<file path="src/rtl/div16s_by8s_seq_if.sv">
// Operand/result handshake bundle for the sequential signed divider.
// master drives operands and result-ready; slave is the divider.
interface div16s_by8s_seq_if #(
  parameter int unsigned DIVIDEND_W = 16,
  parameter int unsigned DIVISOR_W  = 8
);
  logic                  in_valid;
  logic                  in_ready;
  logic [DIVIDEND_W-1:0] dividend;
  logic [DIVISOR_W-1:0]  divisor;
  logic                  out_valid;
  logic                  out_ready;
  logic [DIVIDEND_W-1:0] quotient;
  logic [DIVISOR_W-1:0]  remainder;
  logic                  overflow;
  logic                  div_by_zero;

  modport master (
    output in_valid, dividend, divisor, out_ready,
    input  in_ready, out_valid, quotient, remainder, overflow, div_by_zero
  );

  modport slave (
    input  in_valid, dividend, divisor, out_ready,
    output in_ready, out_valid, quotient, remainder, overflow, div_by_zero
  );
endinterface

</file>
<file path="src/rtl/div16s_by8s_seq.sv">
// Sequential signed divider: 16-bit dividend by 8-bit divisor, radix-2
// restoring on magnitudes, one quotient bit per cycle, sign fix-up at the end.
module div16s_by8s_seq #(
  parameter int unsigned DIVIDEND_W = 16,
  parameter int unsigned DIVISOR_W  = 8
) (
  input  logic                    clk,
  input  logic                    rst_n,
  div16s_by8s_seq_if.slave        bus
);

  localparam int unsigned CNT_W = $clog2(DIVIDEND_W);
  localparam int unsigned Q_LIM = 2 ** (DIVISOR_W - 1);

  typedef enum logic [1:0] {IDLE, CALC, FIX, DONE} state_t;

  state_t                state_q, state_d;
  logic [CNT_W-1:0]      cnt_q, cnt_d;
  logic [DIVIDEND_W-1:0] dvd_q, dvd_d;   // dividend magnitude, shifted out MSB first
  logic [DIVISOR_W-1:0]  dvs_q, dvs_d;
  logic [DIVISOR_W-1:0]  rem_q, rem_d;
  logic [DIVIDEND_W-1:0] qmag_q, qmag_d;
  logic                  sn_q, sn_d;
  logic                  sd_q, sd_d;
  logic [DIVISOR_W-1:0]  dlo_q, dlo_d;
  logic [DIVIDEND_W-1:0] quo_q, quo_d;
  logic [DIVISOR_W-1:0]  rmd_q, rmd_d;
  logic                  ovf_q, ovf_d;
  logic                  dbz_q, dbz_d;
  logic                  in_ready_q;
  logic                  out_valid_q;

  logic [DIVISOR_W:0]    shifted;
  logic                  fits;
  logic                  q_neg;

  // Next-state and datapath update
  always_comb begin
    state_d = state_q;
    cnt_d   = cnt_q;
    dvd_d   = dvd_q;
    dvs_d   = dvs_q;
    rem_d   = rem_q;
    qmag_d  = qmag_q;
    sn_d    = sn_q;
    sd_d    = sd_q;
    dlo_d   = dlo_q;
    quo_d   = quo_q;
    rmd_d   = rmd_q;
    ovf_d   = ovf_q;
    dbz_d   = dbz_q;
    shifted = {rem_q, dvd_q[DIVIDEND_W-1]};
    fits    = (shifted >= {1'b0, dvs_q});
    q_neg   = sn_q ^ sd_q;

    case (state_q)
      IDLE: begin
        if (bus.in_valid) begin
          sn_d   = bus.dividend[DIVIDEND_W-1];
          sd_d   = bus.divisor[DIVISOR_W-1];
          dvd_d  = bus.dividend[DIVIDEND_W-1] ? (~bus.dividend + DIVIDEND_W'(1)) : bus.dividend;
          dvs_d  = bus.divisor[DIVISOR_W-1] ? (~bus.divisor + DIVISOR_W'(1)) : bus.divisor;
          dlo_d  = bus.dividend[DIVISOR_W-1:0];
          rem_d  = '0;
          qmag_d = '0;
          cnt_d  = CNT_W'(DIVIDEND_W - 1);
          state_d = (bus.divisor == '0) ? FIX : CALC;
        end
      end
      CALC: begin
        dvd_d  = {dvd_q[DIVIDEND_W-2:0], 1'b0};
        qmag_d = {qmag_q[DIVIDEND_W-2:0], fits};
        rem_d  = fits ? DIVISOR_W'(shifted - {1'b0, dvs_q}) : DIVISOR_W'(shifted);
        cnt_d  = cnt_q - CNT_W'(1);
        if (cnt_q == '0) state_d = FIX;
      end
      FIX: begin
        if (dvs_q == '0) begin
          quo_d = '1;
          rmd_d = dlo_q;
          ovf_d = 1'b1;
          dbz_d = 1'b1;
        end else begin
          quo_d = q_neg ? (~qmag_q + DIVIDEND_W'(1)) : qmag_q;
          rmd_d = sn_q ? (~rem_q + DIVISOR_W'(1)) : rem_q;
          // Negative quotients may reach one further magnitude than positive ones
          ovf_d = q_neg ? (qmag_q > DIVIDEND_W'(Q_LIM)) : (qmag_q > DIVIDEND_W'(Q_LIM - 1));
          dbz_d = 1'b0;
        end
        state_d = DONE;
      end
      DONE: begin
        if (bus.out_ready) state_d = IDLE;
      end
      default: state_d = IDLE;
    endcase
  end

  // State and datapath registers
  always_ff @(posedge clk or negedge rst_n) begin
    if (!rst_n) begin
      state_q     <= IDLE;
      cnt_q       <= '0;
      dvd_q       <= '0;
      dvs_q       <= '0;
      rem_q       <= '0;
      qmag_q      <= '0;
      sn_q        <= 1'b0;
      sd_q        <= 1'b0;
      dlo_q       <= '0;
      quo_q       <= '0;
      rmd_q       <= '0;
      ovf_q       <= 1'b0;
      dbz_q       <= 1'b0;
      in_ready_q  <= 1'b1;
      out_valid_q <= 1'b0;
    end else begin
      state_q     <= state_d;
      cnt_q       <= cnt_d;
      dvd_q       <= dvd_d;
      dvs_q       <= dvs_d;
      rem_q       <= rem_d;
      qmag_q      <= qmag_d;
      sn_q        <= sn_d;
      sd_q        <= sd_d;
      dlo_q       <= dlo_d;
      quo_q       <= quo_d;
      rmd_q       <= rmd_d;
      ovf_q       <= ovf_d;
      dbz_q       <= dbz_d;
      in_ready_q  <= (state_d == IDLE);
      out_valid_q <= (state_d == DONE);
    end
  end

  assign bus.in_ready    = in_ready_q;
  assign bus.out_valid   = out_valid_q;
  assign bus.quotient    = quo_q;
  assign bus.remainder   = rmd_q;
  assign bus.overflow    = ovf_q;
  assign bus.div_by_zero = dbz_q;

endmodule

</file>
<file path="src/flat_wrapper.sv">
// flat-port wrapper written by rule: the top's interface ports become plain ports
module div16s_by8s_seq_flat 
#(
  parameter int unsigned DIVIDEND_W = 16,
  parameter int unsigned DIVISOR_W  = 8
)
  (clk, rst_n, bus_in_valid, bus_dividend, bus_divisor, bus_out_ready, bus_in_ready, bus_out_valid, bus_quotient, bus_remainder, bus_overflow, bus_div_by_zero);
  div16s_by8s_seq_if #(.DIVIDEND_W(DIVIDEND_W), .DIVISOR_W(DIVISOR_W)) bus_i ();
  input  logic clk;
  input  logic rst_n;
  input wire logic [$bits(bus_i.in_valid)-1:0] bus_in_valid;
  input wire logic [$bits(bus_i.dividend)-1:0] bus_dividend;
  input wire logic [$bits(bus_i.divisor)-1:0] bus_divisor;
  input wire logic [$bits(bus_i.out_ready)-1:0] bus_out_ready;
  output wire logic [$bits(bus_i.in_ready)-1:0] bus_in_ready;
  output wire logic [$bits(bus_i.out_valid)-1:0] bus_out_valid;
  output wire logic [$bits(bus_i.quotient)-1:0] bus_quotient;
  output wire logic [$bits(bus_i.remainder)-1:0] bus_remainder;
  output wire logic [$bits(bus_i.overflow)-1:0] bus_overflow;
  output wire logic [$bits(bus_i.div_by_zero)-1:0] bus_div_by_zero;
  assign bus_i.in_valid = bus_in_valid;
  assign bus_i.dividend = bus_dividend;
  assign bus_i.divisor = bus_divisor;
  assign bus_i.out_ready = bus_out_ready;
  assign bus_in_ready = bus_i.in_ready;
  assign bus_out_valid = bus_i.out_valid;
  assign bus_quotient = bus_i.quotient;
  assign bus_remainder = bus_i.remainder;
  assign bus_overflow = bus_i.overflow;
  assign bus_div_by_zero = bus_i.div_by_zero;
  div16s_by8s_seq #(.DIVIDEND_W(DIVIDEND_W), .DIVISOR_W(DIVISOR_W)) u_core (.clk(clk), .rst_n(rst_n), .bus(bus_i));
endmodule
</file>
<file path="config.mk">
export PLATFORM = sky130hd
export DESIGN_NAME = div16s_by8s_seq_flat
export DESIGN_NICKNAME = d
export VERILOG_FILES = /design/src/rtl/div16s_by8s_seq_if.sv /design/src/rtl/div16s_by8s_seq.sv /design/src/flat_wrapper.sv
export SDC_FILE = /design/constraint.sdc
export NUM_CORES = 1
export LEC_CHECK = 0
export CAP_MARGIN = 20
export CORE_AREA = 2 2 93 95
export CTS_BUF_LIST = sky130_fd_sc_hd__clkbuf_8
export DETAILED_ROUTE_END_ITERATION = 10
export DIE_AREA = 0 0 95 97
export PLACE_DENSITY = 0.95
export SLEW_MARGIN = 0
export SYNTH_ARGS = -nofsm -noshare
export SYNTH_HDL_FRONTEND = slang
export SYNTH_SLANG_ARGS = --single-unit
</file>
<file path="constraint.sdc">
create_clock -name clk -period 5.34 [get_ports clk]
set_clock_uncertainty 0.05 [all_clocks]
set_input_delay 0.534 -clock clk [delete_from_list [all_inputs] [get_ports clk]]
set_output_delay 0.534 -clock clk [all_outputs]
set_load 0.01 [all_outputs]
</file>
-- Word level (Yosys, flattened, before mapping)
Index checks and enable logic that the tools add are counted.
- bits in registers: 92
- latch bits: 0
- RAM bits: 0
- ROM bits: 0
- bits of input ports: 28
- output and inout bits: 28
- word-level logic and storage cells: 65
- memories: 0
- $add $sub $neg: 6
- multipliers: 0
- div/mod/pow operators: 0
- magnitude comparators: 3
- equal/unequal tests: 5
- shifts and indexed selects: 0
- mux-type cells: 23
- bitwise operators: 5
- reductions and logical operators: 8
- operators with widths (cell ; count):
    16-bit 2-to-1 mux ; 5
    16-bit one-hot mux with 2 select lines ; 2
    8-bit 2-to-1 mux ; 5
    16-bit by 1-bit adder with 16-bit output (second input constant) ; 2
    16-bit inverter ; 2
    8-bit by 1-bit adder with 8-bit output (second input constant) ; 2
    16-bit by 7-bit > comparator with 1-bit output (second input constant) ; 1
    16-bit by 8-bit > comparator with 1-bit output (second input constant) ; 1
    8-bit logical NOT ; 2
    8-bit inverter ; 2
    8-bit one-hot mux with 2 select lines ; 1
    9-bit by 8-bit greater-or-equal comparator with 1-bit output ; 1
    2-bit 2-to-1 mux ; 4
    2-bit one-hot mux with 4 select lines ; 1
    4-bit one-hot mux with 2 select lines ; 1
    8-bit subtractor ; 1
    2-bit equality test (second input constant) ; 3
    2-bit logical NOT ; 2
    4-bit logical NOT ; 1
    4-bit 2-to-1 mux ; 1
    2-bit AND reduction ; 2
    4-bit by 1-bit subtractor with 4-bit output (second input constant) ; 1
    1-bit 2-to-1 mux ; 3
    2-bit by 1-bit equality test with 1-bit output (second input constant) ; 1
    other kinds (3) ; 3

-- Depth between registers and ports, before layout
- depth in word-level cells: 5
- depth in mapped cells: 9
- depth with buffers taken out: 9

-- Least setup slack after synthesis
No wires, ideal clock.
- kind: reg-to-reg
- from: reg u_core.rem_q[5]
- to: reg u_core.rem_q[3]
- arrival time: 2.028 ns
- slack: 3.127 ns
- stages on the path, launching flop included: 8
- period minus slack after synthesis: 2.213 ns
- cells stage by stage: dfrtp_1 ha_1 and4_1 and2_1 a221oi_2 buf_2 mux2i_1 o21ai_0
- longest elaborated chain between the ends: 3
- ends and longest elaborated chain (element ; RTL line ; text):
    from (decl) ; div16s_by8s_seq.sv:21 ; logic [DIVISOR_W-1:0] rem_q, rem_d;
    from (signal assigned) ; div16s_by8s_seq.sv:122 ; rem_q <= rem_d;
    9-bit by 8-bit greater-or-equal comparator with 1-bit output ; div16s_by8s_seq.sv:53 ; fits = (shifted >= {1'b0, dvs_q});
    8-bit 2-to-1 mux ; div16s_by8s_seq.sv:73 ; rem_d = fits ? DIVISOR_W'(shifted - {1'b0, dvs_q}) : DIVISOR_W'(shifted);
    8-bit one-hot mux with 2 select lines ; div16s_by8s_seq.sv:56 ; case (state_q)
Every way passes these cells.
A chain may end at the register's enable or synchronous reset.

-- Worst setup path in the final report
- from: reg u_core.rem_q[5]
- to: reg u_core.rem_q[0]
Same word-level chain as after synthesis.

==> results.cfg <==
[run_status]
outcome = complete, no violations

[synthesis]
syn_area_per_cell_um2 = 9.06
yosys_warnings = 0
ys_top_cells_by_area = dfrtp_1 (46%), nand2_1 (5.4%), o21ai_0 (5.1%), a21oi_1 (4.3%), xnor2_1 (3.9%)
synth_top_area_share_pct = 45.6
ys_seq_area_share_pct = 46.1
synth_seq_cells = 92
syn_area_um2 = 4990
synth_nets = 593
synth_cells = 551
synth_enable_flop_cells = 0
synthArstFlopShare_pct = 100
post-synth-top-count-cell = dfrtp_1
synth_top_area_cell = dfrtp_1
synthTopCellsByCount = dfrtp_1 (91), nand2_1 (72), o21ai_0 (51)
yosysUniqueCellTypes = 56
ys.flop_type = dfrtp_1

[global_routing]
grt_max_degree = 93
grt_pass1_vias = 4064
grt.overflow.total = 0
antenna_found_initial = 0
globalRouteTotalUtil_pct = 26.2
grt_pass1_wl_um = 19400

[clock_network]
cts_max_path_buffers = 2
post_cts_buffers = 0
numCtsBuffers = 9
cts_resized = 0
cts_root_buf = clkbuf_8
worstSkewPairLatency_ps = 370
path_clk_slew_ps = 90
cts_hold_buf = 0
cts.sink_count = 92
cts_tree = done
cts_max_level = 3

[worst_setup_path]
reg2reg_to = u_core.rem_q[0]
crit_slowest_cell = a221oi_2
worstSetupEndpointType = flop
start_kind = flop
crit_chain = ha_1 > a21oi_1 > o21ai_0 > a221oi_2 > or3_1 > o311ai_0
critPathKind = reg -> reg
rrSetupSlack_ps = 2620
cp_num_buf_inv = 0
cp.arrival_ps = 2900
crit_fanout = 14
worst-endpoint-required_ps = 5520
r2r_start = u_core.rem_q[5]
ff2ff_path_depth = 6
crit_family = compound AO/OA/AOI/OAI gates
critPathMaxStageDelay_ps = 940

[sta]
rsz0062_at_grt = no
finalHoldViolCount = 0
setup_slack_ps = 2620
slew_viol_final = 0
setup_viol = 0
relSlewSlack_pct = 27.0
tightest_slew_ps = 1100
fmax_ghz = 0.368
whs_ps = 31.4
post-route-period-util_pct = 50.9
tns_ps = 0
fin_crit_ps = 2720

[floorplan]
ios = 56
rows = 33
fp.dieW_um = 95
die_area_um2 = 9220
coreArea_um2 = 8130
die_y_um = 97
initial_utilization_pct = 61.4

[drt]
avgViaCountPerCell = 6.21
dr.first_iter.drc_count = 433
vias = 4382
ant_nets = 0
wl_per_cell_um = 16.4
wl_um = 11600
drt_first_pass_iters = 5
drc = 0

[cells_and_area]
finalNetCount = 638
synthToLayoutAreaGrowth_pct = 16.8
layout-drive-gt1-share_pct = 7.15
antenna_cells = 0

[placement]
port_buffers = 55
hpwlAfterDp_um = 8220
gp_congestion = 0.890
pre_cts_ws_ps = 2620

[pwr]
power.density_nw_per_um2 = 641
netSwitchingPower_w = 0.00165
p_int_w = 0.00209
clockPowerShare_pct = 11.8
swShare_pct = 44.1
finalPower_w = 0.00374
vdd_drop_max_v = 0.000215
pwr-share-comb_pct = 52.7
p_leak_nw = 2.50
p_seq_share_pct = 35.5

[min_path]
holdCritPathClass = in -> async

[run]
maxCapViolCount = 0
[registers in the layout, summed over array words and instances, names as in the netlist, 2 cells and up]
signal,flops
u_core.dvs_q,8
u_core.state_q,2
u_core.rem_q,8
u_core.qmag_q,16
u_core.dlo_q,8
u_core.bus.remainder,8
u_core.cnt_q,4
u_core.dvd_q,16
u_core.bus.quotient,16
[metrics by stage]
stage               instance area (um2)  cells  util [%]
global route                       5830    706      71.7
CTS                                5800    704      71.3
finish                             5830    706      71.7
floorplan                          4990    551         -
global placement                   5620    688      69.0
detailed placement                 5620    688      69.0
[how the worst max path moves through the flow]
stage                         start               end  slack [ps]  cells after the start
finish              u_core.rem_q[5]   u_core.rem_q[0]        2620                      6
global route        u_core.rem_q[5]   u_core.rem_q[0]        2490                      6
CTS                 u_core.rem_q[5]   u_core.rem_q[0]        2690                      6
detailed placement     bus_in_valid  u_core.dvd_q[13]        2620                      6
global placement    bus_dividend[6]  u_core.dvd_q[14]        2710                      6
floorplan           u_core.rem_q[5]   u_core.rem_q[3]        3130                      7
[layer usage]
layer / global-route usage [%] / vias up / share of wire [%]
met5: 0 / - / 0
met3: 3.74 / 22 / 6.3
met1: 37.0 / 2136 / 43
met4: 10.3 / 0 / 2.1
met2: 40.9 / 188 / 48
li1: - / 2036 / -
[power by group through the flow]
stage | clock network [W] | registers, W | logic [W]
2_1_floorplan | 0 | 0.00129 | 0.00134
3_3_place_gp | 0 | 0.00131 | 0.00179
3_5_place_dp | 0 | 0.00133 | 0.00192
4_1_cts | 0.000444 | 0.00131 | 0.00194
5_1_grt | 0.000474 | 0.00136 | 0.00218
6_report | 0.000440 | 0.00133 | 0.00197
[placed cells by master (no fill, tap or decap), types with 5 or more instances in the layout]
cell             count
a21oi_1             43
inv_1               26
nand2_1             72
ha_1                13
mux2i_1              9
a22oi_1              8
o22ai_1              8
nor4_1               5
clkbuf_8             9
clkdlybuf4s50_1     54
xor2_1              19
buf_4                8
o31ai_1             13
o21ai_0             51
nand3_1             20
nor2_1              40
dfrtp_1             91
nand2b_1             5
xnor2_1             22
nor3_1              11
[final cells by class]
cell class	count	area, um2
fillers	581	2300
well taps	105	131
inverters	26	97.6
clock inverters	7	57.6
clock buffers	9	124
repair buffers	63	628
multi-input cells	404	2490
flip-flops and latches	92	2300
[logic make-up (layout without fill, tap and decap cells)]
kind of cell,Yosys count,in the layout,synth area share (%)
buf+inv,55,105,4.18
compound gates,155,155,18.9
flops,92,92,46.1
xor+xnor,41,41,7.19
simple gates,185,185,18.2
mux,9,9,1.80
fa+ha+maj,14,14,3.66
(Power assumes the default switching activity.)
